==> src/rtl/regfile_wport_arb.sv <==
// regfile_wport_arb: round-robin arbiter sharing NPORT register-file write
// ports among NREQ writeback requesters. No two grants in one cycle ever
// target the same register, so write ordering within a cycle is defined.
// Optional feature macro ARB_FIXED0_EN: requester 0 always owns port 0 when
// valid, and the round-robin pointer rotates only over requesters 1..NREQ-1.
module regfile_wport_arb #(
    parameter int NREQ  = 4,
    parameter int NPORT = 2,
    parameter int AW    = 6,
    parameter int DW    = 32,
    localparam int PW   = (NREQ > 1) ? $clog2(NREQ) : 1,
    localparam int QW   = (NPORT > 1) ? $clog2(NPORT) : 1
) (
    input  logic                  clk,
    input  logic                  rstn,
    input  logic                  flush,
    input  logic [NREQ-1:0]       req_valid,
    input  logic [NREQ*AW-1:0]    req_addr,
    input  logic [NREQ*DW-1:0]    req_data,
    output logic [NREQ-1:0]       req_ready,
    output logic [NPORT-1:0]      wr_en,
    output logic [NPORT*AW-1:0]   wr_addr,
    output logic [NPORT*DW-1:0]   wr_data,
    output logic [PW-1:0]         rr_ptr
);

    logic [NPORT-1:0]            wr_en_q,   wr_en_d;
    logic [NPORT*AW-1:0]         wr_addr_q, wr_addr_d;
    logic [NPORT*DW-1:0]         wr_data_q, wr_data_d;
    logic [PW-1:0]               rr_ptr_q,  rr_ptr_d;

    logic [NREQ-1:0][PW-1:0]     scan_order_s;   // requester visited at each scan slot
    logic [NREQ-1:0]             scan_rr_s;      // slot participates in pointer rotation
    logic [NREQ-1:0]             grant_s;
    logic [NPORT-1:0]            port_vld_s;
    logic [NPORT-1:0][AW-1:0]    port_addr_s;
    logic [NPORT-1:0][DW-1:0]    port_data_s;
    logic [QW:0]                 n_grant_s;      // one spare bit so it can hold NPORT
    logic [PW-1:0]               idx_s;
    logic [PW-1:0]               last_s;
    logic                        adv_s;
    logic                        conflict_s;
`ifdef ARB_FIXED0_EN
    int                          scan_base_s;
`endif

    // Build the order in which requesters are considered this cycle.
    always_comb begin
        scan_order_s = '0;
        scan_rr_s    = '0;
`ifdef ARB_FIXED0_EN
        // Requester 0 is always first and never moves the pointer; the rest
        // rotate over 1..NREQ-1, with a pointer value of 0 treated as 1.
        scan_base_s     = (rr_ptr_q == '0) ? 0 : int'(rr_ptr_q) - 1;
        scan_order_s[0] = '0;
        scan_rr_s[0]    = 1'b0;
        for (int k = 1; k < NREQ; k++) begin
            scan_order_s[k] = PW'(1 + ((scan_base_s + k - 1) % (NREQ - 1)));
            scan_rr_s[k]    = 1'b1;
        end
`else
        for (int k = 0; k < NREQ; k++) begin
            scan_order_s[k] = PW'((int'(rr_ptr_q) + k) % NREQ);
            scan_rr_s[k]    = 1'b1;
        end
`endif
    end

    // Walk the scan order, granting valid requesters whose address is not
    // already taken this cycle, filling ports 0,1,... until they run out.
    always_comb begin
        grant_s     = '0;
        port_vld_s  = '0;
        port_addr_s = '0;
        port_data_s = '0;
        n_grant_s   = '0;
        last_s      = rr_ptr_q;
        adv_s       = 1'b0;
        conflict_s  = 1'b0;
        idx_s       = '0;
        if (rstn && !flush) begin
            for (int k = 0; k < NREQ; k++) begin
                idx_s      = scan_order_s[k];
                conflict_s = 1'b0;
                for (int p = 0; p < NPORT; p++) begin
                    conflict_s = conflict_s |
                                 (port_vld_s[p] & (port_addr_s[p] == req_addr[idx_s*AW +: AW]));
                end
                if (req_valid[idx_s] && !conflict_s && (n_grant_s < (QW+1)'(NPORT))) begin
                    grant_s[idx_s]                   = 1'b1;
                    port_vld_s[n_grant_s[QW-1:0]]    = 1'b1;
                    port_addr_s[n_grant_s[QW-1:0]]   = req_addr[idx_s*AW +: AW];
                    port_data_s[n_grant_s[QW-1:0]]   = req_data[idx_s*DW +: DW];
                    n_grant_s                        = n_grant_s + {{QW{1'b0}}, 1'b1};
                    if (scan_rr_s[k]) begin
                        last_s = idx_s;
                        adv_s  = 1'b1;
                    end else begin
                        last_s = last_s;
                    end
                end else begin
                    grant_s = grant_s;
                end
            end
        end else begin
            grant_s = '0;
        end
    end

    // Next-state: pointer moves past the last rotating grant; idle ports keep
    // their address/data so the bus only toggles on real writes.
    always_comb begin
        rr_ptr_d  = rr_ptr_q;
        wr_en_d   = port_vld_s;
        wr_addr_d = wr_addr_q;
        wr_data_d = wr_data_q;
        if (adv_s) begin
`ifdef ARB_FIXED0_EN
            rr_ptr_d = (last_s == PW'(NREQ - 1)) ? PW'(1) : last_s + PW'(1);
`else
            rr_ptr_d = (last_s == PW'(NREQ - 1)) ? PW'(0) : last_s + PW'(1);
`endif
        end else begin
            rr_ptr_d = rr_ptr_q;
        end
        for (int p = 0; p < NPORT; p++) begin
            if (port_vld_s[p]) begin
                wr_addr_d[p*AW +: AW] = port_addr_s[p];
                wr_data_d[p*DW +: DW] = port_data_s[p];
            end else begin
                wr_addr_d[p*AW +: AW] = wr_addr_q[p*AW +: AW];
                wr_data_d[p*DW +: DW] = wr_data_q[p*DW +: DW];
            end
        end
    end

    // Register the port outputs and pointer; synchronous active-low reset.
    always_ff @(posedge clk) begin
        if (!rstn) begin
            wr_en_q   <= '0;
            wr_addr_q <= '0;
            wr_data_q <= '0;
            rr_ptr_q  <= '0;
        end else begin
            wr_en_q   <= wr_en_d;
            wr_addr_q <= wr_addr_d;
            wr_data_q <= wr_data_d;
            rr_ptr_q  <= rr_ptr_d;
        end
    end

    assign req_ready = grant_s;
    assign wr_en     = wr_en_q;
    assign wr_addr   = wr_addr_q;
    assign wr_data   = wr_data_q;
    assign rr_ptr    = rr_ptr_q;

endmodule
==> config.mk <==
export PLATFORM = sky130hd
export DESIGN_NAME = regfile_wport_arb
export DESIGN_NICKNAME = d
export VERILOG_FILES = /design/src/rtl/regfile_wport_arb.sv
export SDC_FILE = /design/constraint.sdc
export NUM_CORES = 1
export LEC_CHECK = 0
export BUFFER_PORTS_ARGS = -buffer_cell sky130_fd_sc_hd__buf_2
export CORE_AREA = 2 2 149 151
export CTS_CLUSTER_DIAMETER = 30
export CTS_CLUSTER_SIZE = 24
export DETAILED_ROUTE_END_ITERATION = 8
export DIE_AREA = 0 0 151 153
export PLACE_DENSITY = 0.66
export SETUP_SLACK_MARGIN = 0.2
export SLEW_MARGIN = 20
export SYNTH_ARGS = -nofsm -noshare
export SYNTH_HDL_FRONTEND = slang
export SYNTH_SLANG_ARGS = --single-unit
==> constraint.sdc <==
create_clock -name clk -period 17.5 [get_ports clk]
set_input_delay 2.625 -clock clk [delete_from_list [all_inputs] [get_ports clk]]
set_output_delay 2.625 -clock clk [all_outputs]
set_load 0.03 [all_outputs]
==> results of run 1 <==
[registers in the layout (all words and copies together) (netlist names)]
| name | cells |
|---|---|
| wr_en | 2 |
| wr_addr | 12 |
| wr_data | 64 |
| rr_ptr | 2 |
[cells by family after synthesis]
group / synth area share [%]
mux: 50.2
buf+inv: 5.32
xor+xnor: 1.75
flops: 16.8
simple gates: 10.8
fa+ha+maj: 0.788
compound gates: 14.4
[final cells by class]
class | instances | area (µm²) | share of cell area, %
Antenna cell | 4 | 10.0 | 0.0898
Clock buffer | 11 | 233 | 2.09
Clock inverter | 5 | 80.1 | 0.718
Inverter | 13 | 48.8 | 0.438
Multi-Input combinational cell | 710 | 7480 | 67.1
Sequential cell | 80 | 1610 | 14.4
Tap cell | 280 | 350 | 3.14
Timing Repair Buffer | 254 | 1330 | 12.0
[worst max-delay path by stage]
stage                              end
after global routing      req_ready[1]
final                     req_ready[1]
after global placement    req_ready[0]
after floorplan           req_ready[0]
after CTS                 req_ready[3]
after detailed placement  req_ready[3]
[worst register-to-register path: stages, from the launching register on]
cell     delay, ns
dfxtp_4       0.68
inv_1         0.30
ha_4          0.65
mux4_2        0.67
xor2_1        0.20
nor4_1        0.27
nand4_1       0.16
and2_2        0.21
buf_4         0.29
ha_1          0.53
a211o_2       0.16
buf_4         0.60
nor4_4        0.13
o22ai_2       0.41
a22o_2        0.79
and2_4        0.70
mux2i_1       0.26
[through the flow]
step / instances / hold slack [ns] / setup slack, ns
floorplan: 901 / 0.582 / 7.71
global placement: 1336 / 0.440 / 7.70
detailed placement: 1336 / 0.443 / 7.54
CTS: 1352 / 0.456 / 7.51
global route: 1357 / 0.471 / 7.13
finish: 1357 / 0.454 / 7.49
[synthesized netlist by cell type (4+ instances only)]
master	instances	area (µm²)
a211oi_1	24	180
a211oi_2	10	125
a21oi_1	38	190
a222oi_1	4	40.0
a22o_1	43	377
a31oi_1	35	219
buf_1	12	45.0
buf_2	15	75.1
buf_4	7	52.6
buf_6	6	67.6
clkbuf_1	58	218
dfxtp_1	80	1600
ha_1	6	75.1
inv_1	12	45.0
mux2i_1	122	1220
mux4_2	156	3510
nand2_1	86	323
nand2b_1	10	62.6
nand3_1	45	225
nand3b_1	4	30.0
nor2_1	49	184
nor2b_1	13	81.3
nor3_1	4	20.0
o2111a_1	4	45.0
o21a_1	5	37.5
xnor2_1	11	96.3
xor2_1	8	70.1
[where the power goes]
part	internal (µW)	switching, µW	total [µW]	leakage [µW]
registers	244	49.4	293	0.000656
clock network	126	85.1	211	0.000154
logic	656	860	1520	0.00371
total	1030	995	2020	0.00452
[routing by layer]
layer  vias to the layer above  wire [µm]  global-route usage [%]
met1                      4486      12000                    34.4
met3                        41       2490                    4.42
met2                       408      14900                    44.6
li1                       3963          -                       -
met5                         -         12                       0
met4                         2        707                    8.10
==> results.ini, run 1 <==
[timing]
rsz0062_at_grt=false
slew_violations=0
fin_crit_sh_pct=57.2
setup_tns_ns=0
final_hold_viol_count=0
setup-violations-final=0
tightest_slew_ns=1.05
slew_headroom_pct=30.2
fmax_mhz=99.9
min_period_ns=10.01
finalClockSkew_ns=0.0143

[setup_path]
r2r_slack_ns=10.42
worst-path-buf-inv=4
cp_cell_sequence=buf_2, mux2i_1, mux2_2, nor4_1, nand4_1, and2_2, buf_4, ha_1, nand2b_1, a211o_2, buf_4, nor4_4, o22ai_2, nand3_1, o21a_1, nor2_1, buf_2
path_delay_family=buffers and inverters
crit_required_ns=14.88
cp.depth=17
r2r-end=wr_addr[5]
cpMaxStageDelayCell=mux2_2
reg2reg_depth=16
setup.worst_path.start_class=input port
r2r-start=rr_ptr[0]
slowest_delay_ns=0.84
critPathLaunch=req_valid[2]
cp-end-kind=output port
path_class=in -> out
arrival_ns=7.39
crit_fanout=73

[worst_hold_path]
min_to=wr_data[36]
hold_depth=2
min_from=wr_data[36]
hold_path.class=reg -> reg

[clocking]
cts_tree=built
cts_buffers=9
cts.clk_slew.worst_paths_ns=0.06
htreeDepth=3
clockBufferDepth=2
clock_latency_ns=0.36
postCtsSetupBuffers=0
post_cts_resized=0
clock-sinks=80
cts_hold_buf=0
cts_root_buffer=clkbuf_16

[synth]
synth.distinct_cells=50
synth_warnings=0
synthCells=901
ys_async_sr_fraction_pct=0
postSynthNetCount=1066
ys_ff_latch=80
synth_edf_count=0
netlist_area_mm2=0.00953
yosysSeqAreaShare_pct=16.8
ys.flop_type=dfxtp_1
avgSynthCellArea_um2=10.6

[final_layout]
syn_to_final_growth_pct=17.0
final_cell_mix=buf_2 (242), mux4_2 (156), mux2i_1 (122), nand2_1 (86), dfxtp_1 (78)
drive_above_1_share_pct=42.4
final_util_pct=51.9
final_cell_area_mm2=0.0111
mostFrequentLayoutCell=buf_2
fin_nets=1233
nFillCells=2006

[detailed_routing]
drt_iter0_markers=642
totalWireLength_um=30100
drc=0
first_pass_iters=7
drtAntennaViolNets=0
vias=8900
wl_per_cell_um=22.2
vias_per_cell=6.56

[pwr]
peakVddDrop_uv=121
p_total_uw=2020
leakagePower_uw=0.00452
power_density_mw_per_mm2=181

[place]
port_buffers=242
place.gp.congestion=0.813
place_area_mm2=0.0108
dp_hpwl_um=19900

[grt]
antenna_found_initial=7
gr-total-overflow=0
grt_pass1_wl_um=48200
grt_usage_pct=26.3
grt_max_degree=134
grt_pass1_vias=8852

[status]
status=complete, no violations

[floorplan]
num_io_pins=243
placementRows=54
dieArea_mm2=0.0231
die-height_um=153
start_util_pct=44.3
die_x_um=151
coreArea_mm2=0.0215

[flow_run]
cap_violations=0

Note: power is estimated with default switching activity, not from simulation.
==> run 2, diff against run 1 <==
Settings changed: ABC_AREA from default to 1, CORE_AREA 2 2 149 151 to 2 2 152 154, DIE_AREA 0 0 151 153 to 0 0 154 156, PLACE_DENSITY 0.66 to 0.65.
Clock period 17.5 ns to 9.3 ns, I/O delays scaled along.
==> run 2 against run 1 <==
  * The run now ends with DRC left
  * Global-route usage grew 2.0 points
  * Core utilization shrank 1.4 points
  * Design area grew 1.3%
  * Synthesized cell count grew 110%
  * Via count grew 37%
==> results.ini, run 2 <==
[setup_path]
path_class=reg -> out
crit_required_ns=7.91  ; -6.97 ns
r2r-end=wr_data[37]
r2r-start=rr_ptr[0]
crit_fanout=86  ; +18%
setup.worst_path.start_class=register
arrival_ns=6.90  ; -0.49 ns
cp-end-kind=output port
endpoint=req_ready[1]
critPathLaunch=rr_ptr[0]
r2r_slack_ns=1.39  ; -9.03 ns
reg2reg_depth=28  ; +12

[synth]
synth.distinct_cells=38  ; -24%
postSynthNetCount=2079  ; +95%
synth_top_area_share_pct=23.6  ; -13 points
synth.area.top_cells=nand2_1 (24%), o21ai_0 (19%), dfxtp_1 (16%), inv_1 (9.7%), nand3_1 (7.8%)
ys_async_sr_fraction_pct=0  ; unchanged
synthCells=1914  ; +110%
ys_ff_latch=80  ; unchanged
avgSynthCellArea_um2=5.17  ; -51%
yosysTopAreaCell=nand2_1
yosysMostFrequentCell=nand2_1
netlist_area_mm2=0.00990  ; +3.9%
synth_edf_count=0  ; unchanged
synth.top_cells.by_count=nand2_1 (622), o21ai_0 (375), inv_1 (257)
ys.flop_type=dfxtp_1
yosysSeqAreaShare_pct=16.2  ; -0.64 points
synth_warnings=0  ; unchanged

[final_layout]
fin_nets=2201  ; +79%
nFillCells=2452  ; +22%
syn_to_final_growth_pct=14.1
largest_reg_flops=64  ; unchanged
drive_above_1_share_pct=15.3  ; -27 points
mostFrequentLayoutCell=nand2_1
diodes=0  ; -4
final_cell_area_mm2=0.0113  ; +1.3%
final_cell_mix=nand2_1 (620), o21ai_0 (375), inv_1 (255), buf_2 (242), nand3_1 (154)

[detailed_routing]
drt_iter0_markers=1201  ; +87%
totalWireLength_um=34900  ; +16%
vias_per_cell=5.23  ; -20%
first_pass_iters=9  ; +2
wl_per_cell_um=15.0  ; -32%
vias=12200  ; +37%
drtAntennaViolNets=0  ; unchanged
drc=1  ; +1

[clocking]
clock_latency_ns=0.35  ; about the same
clock-sinks=80  ; unchanged
cts_hold_buf=0  ; unchanged
cts_root_buffer=clkbuf_16
cts_buffers=9  ; unchanged
clockBufferDepth=2  ; unchanged
cts.clk_slew.worst_paths_ns=0.06  ; about the same
postCtsSetupBuffers=0  ; unchanged
cts_tree=built
post_cts_resized=0  ; unchanged
htreeDepth=3  ; unchanged

[timing]
final_hold_viol_count=0  ; unchanged
whs_ns=0.467  ; +0.0127 ns
slew_violations=0  ; unchanged
rsz0062_at_grt=false
finalClockSkew_ns=0.0100  ; -0.00426 ns
fin_crit_sh_pct=89.2
min_period_ns=8.29
fmax_mhz=121
tightest_slew_ns=1.08  ; +0.0348 ns
setup_tns_ns=0  ; unchanged
setup_ws_ns=1.01  ; -6.48 ns
setup-violations-final=0  ; unchanged
slew_headroom_pct=27.6  ; -2.6 points

[grt]
grt_max_degree=159  ; +19%
grt_pass1_wl_um=55100  ; +14%
grt_pass1_vias=10100  ; +14%
grt_usage_pct=28.3  ; +2.0 points
gr-total-overflow=0  ; unchanged
antenna_found_initial=0  ; -7

[floorplan]
dieArea_mm2=0.0240  ; +4.0%
die_x_um=154  ; +2.0%
num_io_pins=243  ; unchanged
coreArea_mm2=0.0224  ; +4.1%
die-height_um=156  ; +2.0%
start_util_pct=44.3  ; -0.065 points
placementRows=55  ; +1.9%

[place]
dp_hpwl_um=26400  ; +33%
port_buffers=242  ; unchanged
place.gp.congestion=0.938  ; +15%
place_area_mm2=0.0110  ; +1.4%
dp_slack_ns=1.44  ; -6.10 ns

[worst_hold_path]
hold_path.class=reg -> reg

[status]
status=complete, but fails checks
violations=DRC

[flow_run]
cap_violations=0  ; unchanged

==> run 2: changes by cell type in the layout (fill, tap and decap cells not counted), moves of 24 or more <==
cell      change
o21bai_1     +26
a31oi_1      -33
inv_1       +244
a211oi_1     -24
o21ai_1      +50
nand3_1     +111
nor3_1       +32
o21ai_0     +372
mux4_2      -156
nand2_1     +534
a22o_1       -42
mux2i_1     -110
==> run 2: layer usage <==
metal | track usage, % | vias up | part of all wire, %
met5 | 0 | - | 0
met4 | 5.70 | 0 | 1.2
met3 | 4.11 | 32 | 9.1
met2 | 37.2 | 522 | 37
met1 | 46.8 | 5272 | 52
li1 | - | 6349 | -
==> run 2: through the flow <==
step / std cells / utilization, %
finish: 2326 / 50.5
global route: 2326 / 50.5
CTS: 2326 / 50.5
detailed placement: 2310 / 49.0
global placement: 2310 / 49.0
floorplan: 1914 / -
==> run 2: cells by family after synthesis <==
kind of cell	count (synthesis)	synth area share, %
buffers and inverters	410	16.8
AOI/OAI and AO/OA	511	27.5
and+or+nand+nor	890	37.2
muxes	12	1.21
xor gates and xnor gates	5	0.442
adders and majority gates	6	0.758
DFF	80	16.2
==> run 2: cell type report <==
class,instances,area [µm²],share of cell area (%)
clock inverters,6,97.6,0.864
inverters,265,1000,8.85
multi-input cells,1424,6680,59.1
repair buffers,256,1320,11.7
clock buffers,10,239,2.12
well taps,285,357,3.16
flip-flops and latches,80,1610,14.2
==> run 2: worst min path at each step <==
stage	slack, ns	cells past startpoint	end	from
global route	0.49	2	wr_addr[0]	wr_addr[0]
finish	0.47	2	wr_data[3]	wr_data[3]
global placement	0.46	2	wr_data[6]	wr_data[6]
detailed placement	0.46	2	wr_data[4]	wr_data[4]
floorplan	0.59	2	wr_addr[3]	wr_addr[3]
CTS	0.47	2	wr_data[6]	wr_data[6]
==> run 2: critical path: stages (launching register included) <==
cell and delay (ns):
dfxtp_4 0.89, inv_4 0.49, ha_1 0.62, clkinv_2 0.55
nand3_1 0.27, nand2_1 0.13, xnor2_1 0.18, nand3_1 0.09
nor3_1 0.29, a21oi_4 0.10, ha_1 0.23, a31o_2 0.22
a31oi_2 0.36, nand2_4 0.20, inv_2 0.14, nand2_2 0.21
nand2_1 0.21, nand2_1 0.07, nor2_1 0.14, nand2_1 0.11
o21bai_4 0.45, inv_1 0.18, a21oi_1 0.16, nor2_1 0.05
buf_2 0.18
Power of run 2 is left out: the tool's default activity adds up to more than one toggle a clock period on the data nets, which glitch-free logic cannot reach.
==> run 3, diff against run 2 <==
Clock period 9.3 ns to 9.97 ns, I/O delays scaled along.
==> run 3 against run 2 <==
  * Setup slack improved by 0.85 ns
  * Critical endpoint is now req_ready[3]
  * Worst hold slack worse by 0.0013 ns
  * Via count is 1.2% lower
  * The flow still finishes with violations (DRC)
  * Largest cell class unchanged
  * Die area unchanged
==> results.ini, run 3 (synthesis gave the netlist of run 2 again) <==
[status]
status=complete, but fails checks
violations=DRC

[clocking]
cts.clk_slew.worst_paths_ns=0.06  ; about the same
cts_hold_buf=0  ; unchanged
cts_root_buffer=clkbuf_16
htreeDepth=3  ; unchanged
clock-sinks=80  ; unchanged
cts_buffers=9  ; unchanged
post_cts_resized=0  ; unchanged
cts_tree=built
clock_latency_ns=0.34  ; about the same
clockBufferDepth=2  ; unchanged
postCtsSetupBuffers=0  ; unchanged

[floorplan]
die_x_um=154  ; unchanged
coreArea_mm2=0.0224  ; unchanged
placementRows=55  ; unchanged
start_util_pct=44.3  ; unchanged
dieArea_mm2=0.0240  ; unchanged
num_io_pins=243  ; unchanged
die-height_um=156  ; unchanged

[setup_path]
cp-end-kind=output port
cpMaxStageDelayCell=buf_4
setup.worst_path.start_class=register
worst-path-buf-inv=10  ; +5
crit_fanout=115  ; +34%
crit_top_cell=nand2_1
path_class=reg -> out
path_delay_family=buffers and inverters
slowest_delay_ns=0.73  ; -0.16 ns
crit_required_ns=8.47  ; +0.56 ns
arrival_ns=6.61  ; -0.29 ns

[grt]
antenna_found_initial=0  ; unchanged
grt_pass1_vias=9982  ; -1.1%
grt_pass1_wl_um=53100  ; -3.5%
grt_max_degree=139  ; -13%
gr-total-overflow=0  ; unchanged
grt_usage_pct=27.3  ; -0.94 points

[timing]
rsz0062_at_grt=false
fmax_mhz=123
setup-violations-final=0  ; unchanged
setup_tns_ns=0  ; unchanged
slew_violations=0  ; unchanged
min_period_ns=8.11
fin_crit_sh_pct=81.3
slew_headroom_pct=28.4  ; +0.79 points
tightest_slew_ns=1.07  ; -0.0103 ns
final_hold_viol_count=0  ; unchanged
finalClockSkew_ns=0.00586  ; -0.00416 ns

[worst_hold_path]
hold_path.class=reg -> reg

[detailed_routing]
drc=1  ; unchanged
vias=12000  ; -1.2%
wl_per_cell_um=14.8  ; -1.8%
drtAntennaViolNets=0  ; unchanged
vias_per_cell=5.17  ; -1.2%
first_pass_iters=8  ; -1
drt_iter0_markers=1369  ; +14%
totalWireLength_um=34300  ; -1.8%

[place]
dp_hpwl_um=26000  ; -1.7%
port_buffers=242  ; unchanged
place.gp.congestion=0.908  ; -3.2%

[final_layout]
syn_to_final_growth_pct=14.0  ; about the same
final_cell_mix=nand2_1 (620), o21ai_0 (375), inv_1 (255), buf_2 (242), nand3_1 (154)
largest_reg_flops=64  ; unchanged
mostFrequentLayoutCell=nand2_1
diodes=0  ; unchanged
fin_nets=2202  ; +0.045%
drive_above_1_share_pct=15.3  ; about the same

[flow_run]
cap_violations=0  ; unchanged

## run 3: cell count changes in the layout (fill, tap and decap cells not counted)
cell,change
buf_4,+1
inv_6,-1
inv_2,+1
clkinv_4,+1
clkbuf_8,-1
clkbuf_1,+1
inv_8,-1
## run 3: metrics by stage
step                std cells  instance area [µm²]  hold WS, ns  util, %  setup WS [ns]
CTS                      2327                11300        0.465     50.4           1.83
finish                   2327                11300        0.466     50.5           1.86
floorplan                1914                 9900        0.590        -           2.46
global placement         2311                11000        0.451     49.0           2.07
detailed placement       2311                11000        0.456     49.0           1.88
global route             2327                11300        0.485     50.5           1.30
## run 3: worst min-delay path: cells and delay by family (launching register included)
family	cells	cell delay, ns
flops	1	0.31
simple gates	1	0.06
compound gates	1	0.05
## run 3: cell type report
type | instances | area [µm²]
repair buffers | 257 | 1330
inverters | 265 | 998
flip-flops and latches | 80 | 1610
fillers | 2455 | 11100
clock buffers | 10 | 229
clock inverters | 6 | 91.3
multi-input cells | 1424 | 6680
well taps | 285 | 357
## run 3: path summary, 6_finish.rpt
path / to / slack (ns) / start / depth (start not counted)
max: req_ready[3] / 1.86 / rr_ptr[1] / 29
min reg2reg: wr_data[14] / 0.47 / wr_data[14] / 2
min: wr_data[14] / 0.47 / wr_data[14] / 2
max reg2reg: wr_data[10] / 2.01 / rr_ptr[1] / 30
## run 3: per-layer routing
layer	wire length (µm)	GRT usage, %
met5	0	0
met4	482	5.83
met3	2790	2.97
met2	12800	36.0
met1	18200	45.7
Power of run 3 is left out for the same reason.
